--- config.mk ---
export PLATFORM = sky130hd
export DESIGN_NAME = uvmt_cvmcu_obi_arb
export DESIGN_NICKNAME = d
export VERILOG_FILES = /design/src/rtl/uvmt_cvmcu_obi_arb.sv
export SDC_FILE = /design/constraint.sdc
export NUM_CORES = 1
export LEC_CHECK = 0
export ABC_AREA = 1
export CORE_AREA = 2 2 112 114
export CTS_CLUSTER_SIZE = 20
export DETAILED_ROUTE_END_ITERATION = 12
export DIE_AREA = 0 0 114 116
export PLACE_DENSITY_LB_ADDON = 0.1
export SLEW_MARGIN = 20
export SYNTH_ARGS = -nofsm -noshare
export SYNTH_HDL_FRONTEND = slang
export SYNTH_SLANG_ARGS = --single-unit
--- constraint.sdc ---
create_clock -name clk -period 1.9 [get_ports clk]
set_input_delay 0.19 -clock clk [delete_from_list [all_inputs] [get_ports clk]]
set_output_delay 0.19 -clock clk [all_outputs]
set_load 0.02 [all_outputs]
--- src/rtl/uvmt_cvmcu_obi_arb.sv ---
// Two-master round-robin OBI arbiter in front of a single shared slave port.
// A route FIFO remembers which master owns each outstanding response.
module uvmt_cvmcu_obi_arb #(
    parameter int ADDR_W  = 32,
    parameter int DATA_W  = 32,
    parameter int MAX_OUT = 4
) (
    input  logic                           clk,
    input  logic                           reset_n,

    input  logic                           m0_req,
    input  logic [ADDR_W-1:0]              m0_addr,
    input  logic                           m0_we,
    input  logic [DATA_W/8-1:0]            m0_be,
    input  logic [DATA_W-1:0]              m0_wdata,
    output logic                           m0_gnt,
    output logic                           m0_rvalid,

    input  logic                           m1_req,
    input  logic [ADDR_W-1:0]              m1_addr,
    input  logic                           m1_we,
    input  logic [DATA_W/8-1:0]            m1_be,
    input  logic [DATA_W-1:0]              m1_wdata,
    output logic                           m1_gnt,
    output logic                           m1_rvalid,

    output logic [DATA_W-1:0]              m_rdata,

    output logic                           s_req,
    output logic [ADDR_W-1:0]              s_addr,
    output logic                           s_we,
    output logic [DATA_W/8-1:0]            s_be,
    output logic [DATA_W-1:0]              s_wdata,
    input  logic                           s_gnt,
    input  logic                           s_rvalid,
    input  logic [DATA_W-1:0]              s_rdata,

    output logic [$clog2(MAX_OUT+1)-1:0]   out_cnt,
    output logic                           err_o
);

    localparam int CNT_W = $clog2(MAX_OUT + 1);
    localparam int PTR_W = (MAX_OUT > 1) ? $clog2(MAX_OUT) : 1;
    localparam int SLOTS = 1 << PTR_W;

    typedef enum logic {
        MST0 = 1'b0,
        MST1 = 1'b1
    } mst_e;

    mst_e              prio;
    mst_e              lock_id;
    mst_e              sel;
    mst_e              head_id;
    logic              lock;
    logic              sel_req;
    logic              full;
    logic              empty;
    logic              push;
    logic              pop;
    logic [CNT_W-1:0]  count;
    logic [PTR_W-1:0]  wr_ptr;
    logic [PTR_W-1:0]  rd_ptr;
    logic [SLOTS-1:0]  route_id;

    function automatic logic [PTR_W-1:0] ptr_inc(input logic [PTR_W-1:0] p);
        return (p == PTR_W'(MAX_OUT - 1)) ? '0 : p + PTR_W'(1);
    endfunction

    // A stalled request pins the selection so the forwarded request cannot change before its grant.
    always_comb begin
        sel = prio;
        if (lock) begin
            sel = lock_id;
        end else if (m0_req && !m1_req) begin
            sel = MST0;
        end else if (m1_req && !m0_req) begin
            sel = MST1;
        end
    end

    always_comb begin
        sel_req = (sel == MST1) ? m1_req : m0_req;
        full    = (count == CNT_W'(MAX_OUT));
        empty   = (count == '0);
        s_req   = reset_n && sel_req && !full;
        push    = s_req && s_gnt;
        pop     = reset_n && s_rvalid && !empty;
        head_id = mst_e'(route_id[rd_ptr]);
    end

    always_comb begin
        s_addr  = (sel == MST1) ? m1_addr  : m0_addr;
        s_we    = (sel == MST1) ? m1_we    : m0_we;
        s_be    = (sel == MST1) ? m1_be    : m0_be;
        s_wdata = (sel == MST1) ? m1_wdata : m0_wdata;
    end

    always_comb begin
        m0_gnt    = push && (sel == MST0);
        m1_gnt    = push && (sel == MST1);
        m0_rvalid = pop && (head_id == MST0);
        m1_rvalid = pop && (head_id == MST1);
        m_rdata   = s_rdata;
    end

    assign out_cnt = count;

    always_ff @(posedge clk or negedge reset_n) begin
        if (!reset_n) begin
            prio    <= MST0;
            lock    <= 1'b0;
            lock_id <= MST0;
        end else if (push) begin
            lock <= 1'b0;
            prio <= (sel == MST0) ? MST1 : MST0;
        end else if (s_req) begin
            lock    <= 1'b1;
            lock_id <= sel;
        end
    end

    always_ff @(posedge clk or negedge reset_n) begin
        if (!reset_n) begin
            wr_ptr   <= '0;
            rd_ptr   <= '0;
            count    <= '0;
            route_id <= '0;
            err_o    <= 1'b0;
        end else begin
            if (push) begin
                route_id[wr_ptr] <= sel;
                wr_ptr           <= ptr_inc(wr_ptr);
            end
            if (pop) begin
                rd_ptr <= ptr_inc(rd_ptr);
            end
            if (push && !pop) begin
                count <= count + CNT_W'(1);
            end else if (pop && !push) begin
                count <= count - CNT_W'(1);
            end
            if (s_rvalid && empty) begin
                err_o <= 1'b1;
            end
        end
    end

endmodule

**Word-level counts from Yosys, hierarchy flattened**

Index checks and enable logic that the tools add are counted.

- Logic and storage cells: 66
- Bits of input ports: 176
- Register bits after elaboration: 15

- Mux-type cells: 20
- Equal/unequal tests: 3
- Add/sub/neg operators: 4
- Magnitude comparators: 3
- Reductions and logical operators: 25
- Bitwise gates (word level): 3

Operators with widths:

| cell | count |
|---|---|
| 32-bit two-way mux | 2 |
| 1-bit logical AND | 15 |
| 1-bit two-way mux | 10 |
| 1-bit logical NOT | 6 |
| 2-bit by 3-bit less-than comparator with 1-bit output, second input constant | 2 |
| 3-bit two-way mux | 2 |
| 2-bit by 1-bit adder with 2-bit output, second input constant | 2 |
| 4-bit bitwise mux | 1 |
| 2-bit equality test, second input constant | 2 |
| 2-bit two-way mux | 2 |
| 4-bit two-way mux | 1 |
| 2-bit nonzero test | 2 |
| 3-bit by 1-bit adder with 3-bit output, second input constant | 1 |
| 3-bit equality test, second input constant | 1 |
| 3-bit logical NOT | 1 |
| 1-bit inverter | 3 |
| 3-bit by 1-bit subtractor with 3-bit output, second input constant | 1 |
| 1-bit binary-select mux with 2-bit select | 1 |
| 1-bit demux with 2-bit select | 1 |
| 2-bit by 1-bit greater-or-equal comparator with 1-bit output, second input constant | 1 |
| 2-bit AND reduction | 1 |

**Longest topological paths before layout**

Gate-level depths: netlist of run 1.

- Depth after elaboration: 13
- Gate-level depth with buffers: 14

**Least setup slack after synthesis of run 1**

OpenSTA, ideal clock, no wires.

- Path type: register to register
- From: reg count[0] (netlist: out_cnt[0])
- To: reg count[2] (netlist: out_cnt[2])
- Stages on the path, launching flop included: 11
- Arrival time: 2.040 ns
- Slack: -0.271 ns
- Buffers on the path: 0
- Library setup time: 0.131 ns
- Clock period less this slack: 2.171 ns
- Cells stage by stage: dfrtp_1 > nor2_1 > a21oi_1 > nand3_2 > nor2_4 > ha_1 > inv_1 > fa_1 > a21oi_1 > o21ai_0 > xnor2_1

- Longest elaborated chain between the ends: 7

Ends and longest elaborated chain:

| element | RTL line | text |
|---|---|---|
| start, declared | 61 | `logic [CNT_W-1:0] count;` |
| start signal, assigned | 139 | `count <= count + CNT_W'(1);` |
| start signal, assigned | 141 | `count <= count - CNT_W'(1);` |
| 3-bit equality test * | 84 | `full = (count == CNT_W'(MAX_OUT));` |
| 1-bit logical NOT * | 86 | `s_req = reset_n && sel_req && !full;` |
| 1-bit logical AND * | 86 |  |
| 1-bit logical AND * | 87 | `push = s_req && s_gnt;` |
| net push | 59 | `logic push;` |
| 1-bit logical NOT | 140 | `end else if (pop && !push) begin` |
| 1-bit logical AND | 140 |  |
| 2-bit nonzero test (no source line) | -- |  |

The timed path passes the listed nets; every way through them passes the cells marked *. The select of a mux whose other input is x is not followed.
A chain may end at the register's enable or synchronous reset.

**Worst setup path in the final report of run 1**

- From: reg lock
- To: reg count[1] (netlist: out_cnt[1])

- Longest elaborated chain between the ends: 8

Ends and longest elaborated chain:

| element | RTL line | text |
|---|---|---|
| start, declared | 55 | `logic lock;` |
| start signal, assigned | 112 | `lock <= 1'b0;` |
| start signal, assigned | 115 | `lock <= 1'b0;` |
| start signal, assigned | 118 | `lock <= 1'b1;` |
| 1-bit two-way mux * | 73 | `if (lock) begin` |
| 1-bit two-way mux * | 83 | `sel_req = (sel == MST1) ? m1_req : m0_req;` |
| 1-bit logical AND * (2 in a row) | 86 |  |
| 1-bit logical AND * | 87 |  |
| net push | 59 |  |
| 1-bit logical NOT | 140 |  |
| 1-bit logical AND | 140 |  |
| 2-bit nonzero test (no source line) | -- |  |

The timed path passes the listed nets; every way through them passes the cells marked *.

==> results of run 1 <==
==> sequential cells by signal, summed over array words and instances, names as in the netlist <==
register	count
route_id	4
err_o	1
lock	1
rd_ptr	2
out_cnt	3
wr_ptr	2
lock_id	1
prio	1
==> cells in the mapped netlist, drive strengths merged, types with 2 or more instances <==
cell and number:
buf 48, nor3 2, nand4 4, nor2 8, xnor2 2, o21ai 7
dfrtp 15, a21oi 5, ha 6, nand3 6, inv 14, nand2 235
==> worst max-delay path by stage <==
stage | startpoint | end | slack [ns] | cells past startpoint
2_1_floorplan | out_cnt[0] | out_cnt[1] | -0.08 | 8
4_1_cts | lock | out_cnt[1] | -0.09 | 10
3_5_place_dp | m0_req | out_cnt[2] | -0.52 | 15
5_1_grt | lock | out_cnt[1] | -0.15 | 10
6_report | lock | out_cnt[1] | -0.07 | 10
3_3_place_gp | m0_req | out_cnt[2] | -0.49 | 15
==> layout make-up <==
| type | instances | area share [%] |
|---|---|---|
| well taps | 147 | 3.66 |
| clock buffers | 4 | 1.57 |
| inverters | 14 | 1.14 |
| repair buffers | 264 | 54.3 |
| flip-flops and latches | 15 | 7.51 |
| multi-input cells | 279 | 31.8 |
==> stage by stage <==
stage               TNS, ns  instance area (um2)  util (%)  hold WS, ns
global placement     -31.84                 4340      36.4        0.380
floorplan            -0.155                 2070         -       -0.106
CTS                  -0.213                 4280      36.0        0.380
global route          -2.03                 5030      42.2        0.380
detailed placement   -33.56                 4340      36.4        0.380
finish              -0.0838                 5030      42.2        0.380
==> layer usage <==
layer	wire (um)	GRT usage, %	part of all wire (%)	vias to the layer above
met3	949	3.61	9.1	20
li1	-	-	-	1493
met5	0	0	0	-
met4	208	3.17	2.0	0
met2	5650	26.3	54	131
met1	3610	14.5	35	1277
==> critical path, cell delays in order (launching register included) <==
cell and delay [ns]:
dfrtp_1 0.41, a21oi_2 0.17, nand2_4 0.11, nand2_8 0.10, nand2_4 0.06, nand3_4 0.09
nor2_4 0.04, ha_4 0.16, inv_2 0.05, fa_2 0.41, mux2_2 0.26
==> kinds of logic after synthesis <==
family / after synthesis / share of synthesized area [%]
AND/OR/NAND/NOR: 255 / 50.2
AO/OA/AOI/OAI: 14 / 4.25
adder cells (fa/ha/maj): 7 / 4.61
flip-flops: 15 / 18.2
XOR/XNOR: 2 / 0.850
multiplexers: 1 / 0.546
buffers and inverters: 62 / 21.4
==> timing repair <==
item	CTS	global route
gates resized for setup	295	226
pin swaps	2	46
cloned	2	4
endpoints found under the setup margin	76	71
setup buffers	6	2
==> power by group <==
group          internal, uW  switching [uW]  total [uW]
clock network           284             126         410
logic                  3130            3410        6540
registers               473             116         589
==> reports/metrics.yaml, run 1 <==
floorplanning:
  fp-row-count: 40
  die_area_um2: 13200
  die_y_um: 116
  pin_count: 286
  initial_core_util_pct: 17.3
  die_w_um: 114
  core_um2: 11900
synthesis:
  ys_ff_latch: 15
  syn_nets: 539
  synth_area_per_cell_um2: 5.79
  yosysTopAreaCell: "nand2_1"
  synth_top_area_share_pct: 41.9
  synth_cell_types: 27
  synthArstFlopShare_pct: 100
  synth_edf_count: 0
  synth_flop_cell: "dfrtp_1"
  ys_warn_count: 0
  yosys-top-cells-area: "nand2_1 (42%), dfrtp_1 (18%), buf_4 (14%), buf_6 (4.4%), ha_1 (3.6%)"
  synth_cells: 356
  syn-cell-area_um2: 2060
  yosysSeqAreaShare_pct: 18.2
placement:
  io_buffers: 221
  place_inst: 705
  post-place-ws_ns: -0.524
  gp_congestion: 0.743
  dp_hpwl_mm: 8.10
worst_setup_path:
  cp.required_ns: 2.03
  arrival_ns: 2.10
  ff2ff_setup_slack_ns: -0.07
  worstReg2RegEnd: "out_cnt[1]"
  cp-end-kind: "flop"
  crit_path_start_kind: "flop"
  timing.rr.start: "lock"
  crit_fanout: 4
  path_class: "reg -> reg"
  r2r_cells: 10
cells_and_area:
  final_common_cell: "nand2_1"
  multi_input_area_um2: 1600
  fillerInstances: 1219
  n_antenna_cell: 0
  stdcell_count: 723
  syn_to_final_growth_pct: 144
  seqCellArea_um2: 378
  drive_above_1_share_pct: 37.7
  fin_nets: 760
  layout_common_cells: "nand2_1 (155), clkdlybuf4s50_1 (145), buf_6 (57)"
clock_tree:
  clk_root_buffer_cell: "clkbuf_16"
  clk_path_buf_depth: 2
  ctsHoldBuffers: 0
  cts_tree: "done"
  clock_sinks: 15
  insertion_delay_ns: 0.24
  cts.reportedPaths.clkPinSlew_ns: 0.05
  cts_buffers: 3
  cts.htree.levels: 1
pwr:
  ir_drop_mv: 0.592
  p_per_area_nw_per_um2: 1500
  power_leakage_uw: 0.00251
  totalPowerFinal_uw: 7540
timing:
  finalCriticalPeriod_ns: 1.97
  fmax_mhz: 507
  hold_viol_final: 0
  rsz0062_at_grt: "true"
  relSlewSlack_pct: 83.8
  setup_viol: 2
  slew_violations: 0
  clock_skew_ns: 0.00263
  worst_pin_slew_ns: 0.241
  final.setup.worst_slack_ns: -0.0705
  period_share_pct: 104
grt:
  grt_first_pass_wirelength_mm: 14.1
  gr-usage-all-layers_pct: 13.5
  grt_pass1_vias: 2656
  grt_max_degree: 26
  antenna_found_initial: 0
  grt_overflow_total: 0
route:
  ant_nets: 0
  drc_errors: 0
  first_pass_iters: 4
  wl_per_cell_um: 14.4
  drtIter0Drc: 95
  wirelength_mm: 10.4
  viasPerCell: 4.04
  via_count: 2921
run_status:
  status: "finished, violations left"
  violations: "setup timing"
hold_path:
  whs_endpoint: "m_rdata[11]"
  hold_depth: 0
  min_from: "s_rdata[11]"
  holdCritPathClass: "in -> out"
job:
  maxCapViolations: 0
(Power assumes the default switching activity.)
==> run 2, diff against run 1 <==
==> constraint.sdc (replaced) <==
create_clock -name clk -period 2.2 [get_ports clk]
set_input_delay 0.22 -clock clk [delete_from_list [all_inputs] [get_ports clk]]
set_output_delay 0.22 -clock clk [all_outputs]
set_load 0.02 [all_outputs]
==> run 2 against run 1 <==
The run now ends clean. Design area shrank 14%. Sequential share of layout area grew 1.2 points. Clock-buffer cell count is the same. First-iteration DRC count shrank 31%. Final cell count shrank 1.5%. Sequential cell count is the same. Combinational power shrank 39%. Non-clock buffer count shrank 11. Largest power group unchanged. Power shrank 35%. Utilization shrank 6.1 points. Hold slack lost 0.036 ns. Routed wire length shrank 18%. Highest routed layer unchanged.
==> reports/metrics.yaml, run 2 (synthesis results as in run 1) <==
grt:
  grt_first_pass_wirelength_mm: 12.0  # -15%
  gr-usage-all-layers_pct: 11.2  # -2.3 points
  grt_max_degree: 40  # +54%
  antenna_found_initial: 0  # unchanged
  grt_overflow_total: 0  # unchanged
  grt_pass1_vias: 2505  # -5.7%
placement:
  post-place-ws_ns: -0.273  # +0.251 ns
  io_buffers: 221  # unchanged
  place_area_um2: 4340  # about the same
  dp_hpwl_mm: 7.20  # -11%
  place_inst: 705  # unchanged
  gp_congestion: 0.764  # +2.8%
cells_and_area:
  layout_common_cells: "nand2_1 (230), clkdlybuf4s50_1 (146), clkdlybuf4s15_1 (30)"
  drive_above_1_share_pct: 14.5  # -23 points
  fin_nets: 749  # -1.4%
  final_common_cell: "nand2_1"
  largest-register: "route_id"
  stdcell_count: 712  # -1.5%
  largest_reg_flops: 4  # unchanged
  final_design_area_no_fill_um2: 4300  # -14%
  syn_to_final_growth_pct: 109
  n_antenna_cell: 0  # unchanged
  utilization_pct: 36.1  # -6.1 points
route:
  drc_errors: 0  # unchanged
  wl_per_cell_um: 12.1  # -16%
  drtIter0Drc: 66  # -31%
  via_count: 2776  # -5.0%
  ant_nets: 0  # unchanged
  wirelength_mm: 8.60  # -18%
  viasPerCell: 3.90  # -3.5%
  first_pass_iters: 4  # unchanged
timing:
  fmax_mhz: 476
  worst_pin_slew_ns: 0.264  # +0.0222 ns
  hold_viol_final: 0  # unchanged
  rsz0062_at_grt: "true"
  clock_skew_ns: 0.00321  # +0.000582 ns
  whs_ns: 0.344  # -0.0365 ns
  slew_violations: 0  # unchanged
  final.setup.worst_slack_ns: 0.0996  # +0.170 ns
  relSlewSlack_pct: 82.3  # -1.5 points
  setup_viol: 0  # -2
  finalCriticalPeriod_ns: 2.10
  period_share_pct: 95.5
clock_tree:
  cts_tree: "done"
  clk_path_buf_depth: 2  # unchanged
  clk_root_buffer_cell: "clkbuf_16"
  cts_buffers: 3  # unchanged
  cts.htree.levels: 1  # unchanged
  clock_sinks: 15  # unchanged
  insertion_delay_ns: 0.24  # about the same
  cts.reportedPaths.clkPinSlew_ns: 0.05  # about the same
pwr:
  ir_drop_mv: 0.304  # -49%
  p_per_area_nw_per_um2: 1130  # -24%
  power_leakage_uw: 0.00220  # -12%
floorplanning:
  core_um2: 11900  # unchanged
  die_area_um2: 13200  # unchanged
  pin_count: 286  # unchanged
  die_y_um: 116  # unchanged
  die_w_um: 114  # unchanged
  initial_core_util_pct: 17.3  # unchanged
  fp-row-count: 40  # unchanged
run_status:
  status: "completed"
worst_setup_path:
  cp.required_ns: 2.33  # +0.30 ns
  crit_fanout: 4  # unchanged
  cp-end-kind: "flop"
  crit_path_start_kind: "input pin"
  path_class: "in -> reg"
  arrival_ns: 2.23  # +0.13 ns
hold_path:
  holdCritPathClass: "in -> async"
job:
  maxCapViolations: 0  # unchanged
==> run 2: changes by cell type in the layout (fill, tap and decap cells not counted), sizes merged <==
cell | before | now
clkbuf | 14 | 32
clkdlybuf4s15 | 4 | 30
clkdlybuf4s50 | 145 | 146
buf | 102 | 32
dlymetal6s2s | 0 | 1
dlygate4sd2 | 3 | 16
==> run 2: power by group <==
part	total (uW)	leakage (uW)	internal (uW)	switching, uW
Sequential	501	0.000182	405	96.7
Clock	351	0.0000382	245	106
Combinational	4010	0.00198	1670	2340
Total	4870	0.00220	2320	2540
==> run 2: what timing repair did <==
item,4_1_cts,5_1_grt
hold buffers,0,0
buffers inserted,2,1
pin swaps,1,3
resized for setup,75,95
endpoints found under the setup margin,75,71
==> run 2: worst paths after layout <==
check                         endpoint   startpoint  slack [ns]  cells past startpoint
setup / recovery            out_cnt[2]       m0_req         0.1                     15
hold / removal              out_cnt[2]      reset_n        0.34                      2
setup reg to reg            out_cnt[2]         lock        0.19                     11
hold reg to reg                  err_o        err_o        0.46                      1
max in group asynchronous    rd_ptr[1]      reset_n        1.73                      2
min in group clk           m_rdata[11]  s_rdata[11]        0.44                      0
==> run 2: area by class of cell <==
class,count,area [um2]
Inverter,14,52.6
Sequential cell,15,375
Clock buffer,4,78.8
Fill cell,1329,7610
Multi-Input combinational cell,279,1250
Tap cell,147,184
Timing Repair Buffer,253,2360
==> run 2: through the flow <==
stage	TNS, ns	total power [uW]
floorplan	0	3030
global placement	-14.20	5030
detailed placement	-15.22	5020
CTS	0	4920
global route	-0.0552	5310
finish	0	4870
==> run 2: worst max-delay path, stage by stage <==
cell	delay (ns)
clkdlybuf4s50_1	0.47
inv_1	0.06
nand2_1	0.05
nand2_1	0.06
nand2_2	0.11
nand2_4	0.07
nand2_1	0.08
nand3_2	0.11
nor2_4	0.12
ha_2	0.18
inv_2	0.04
fa_2	0.34
a21oi_2	0.13
o21ai_1	0.08
xnor2_1	0.12
==> run 2: routing by layer <==
metal	vias to the layer above	global-route usage (%)	share of wire, %
li1	1467	-	-
met1	1143	11.9	36
met2	157	21.9	53
met3	9	3.09	11
met4	0	2.20	0.79
met5	-	0	0
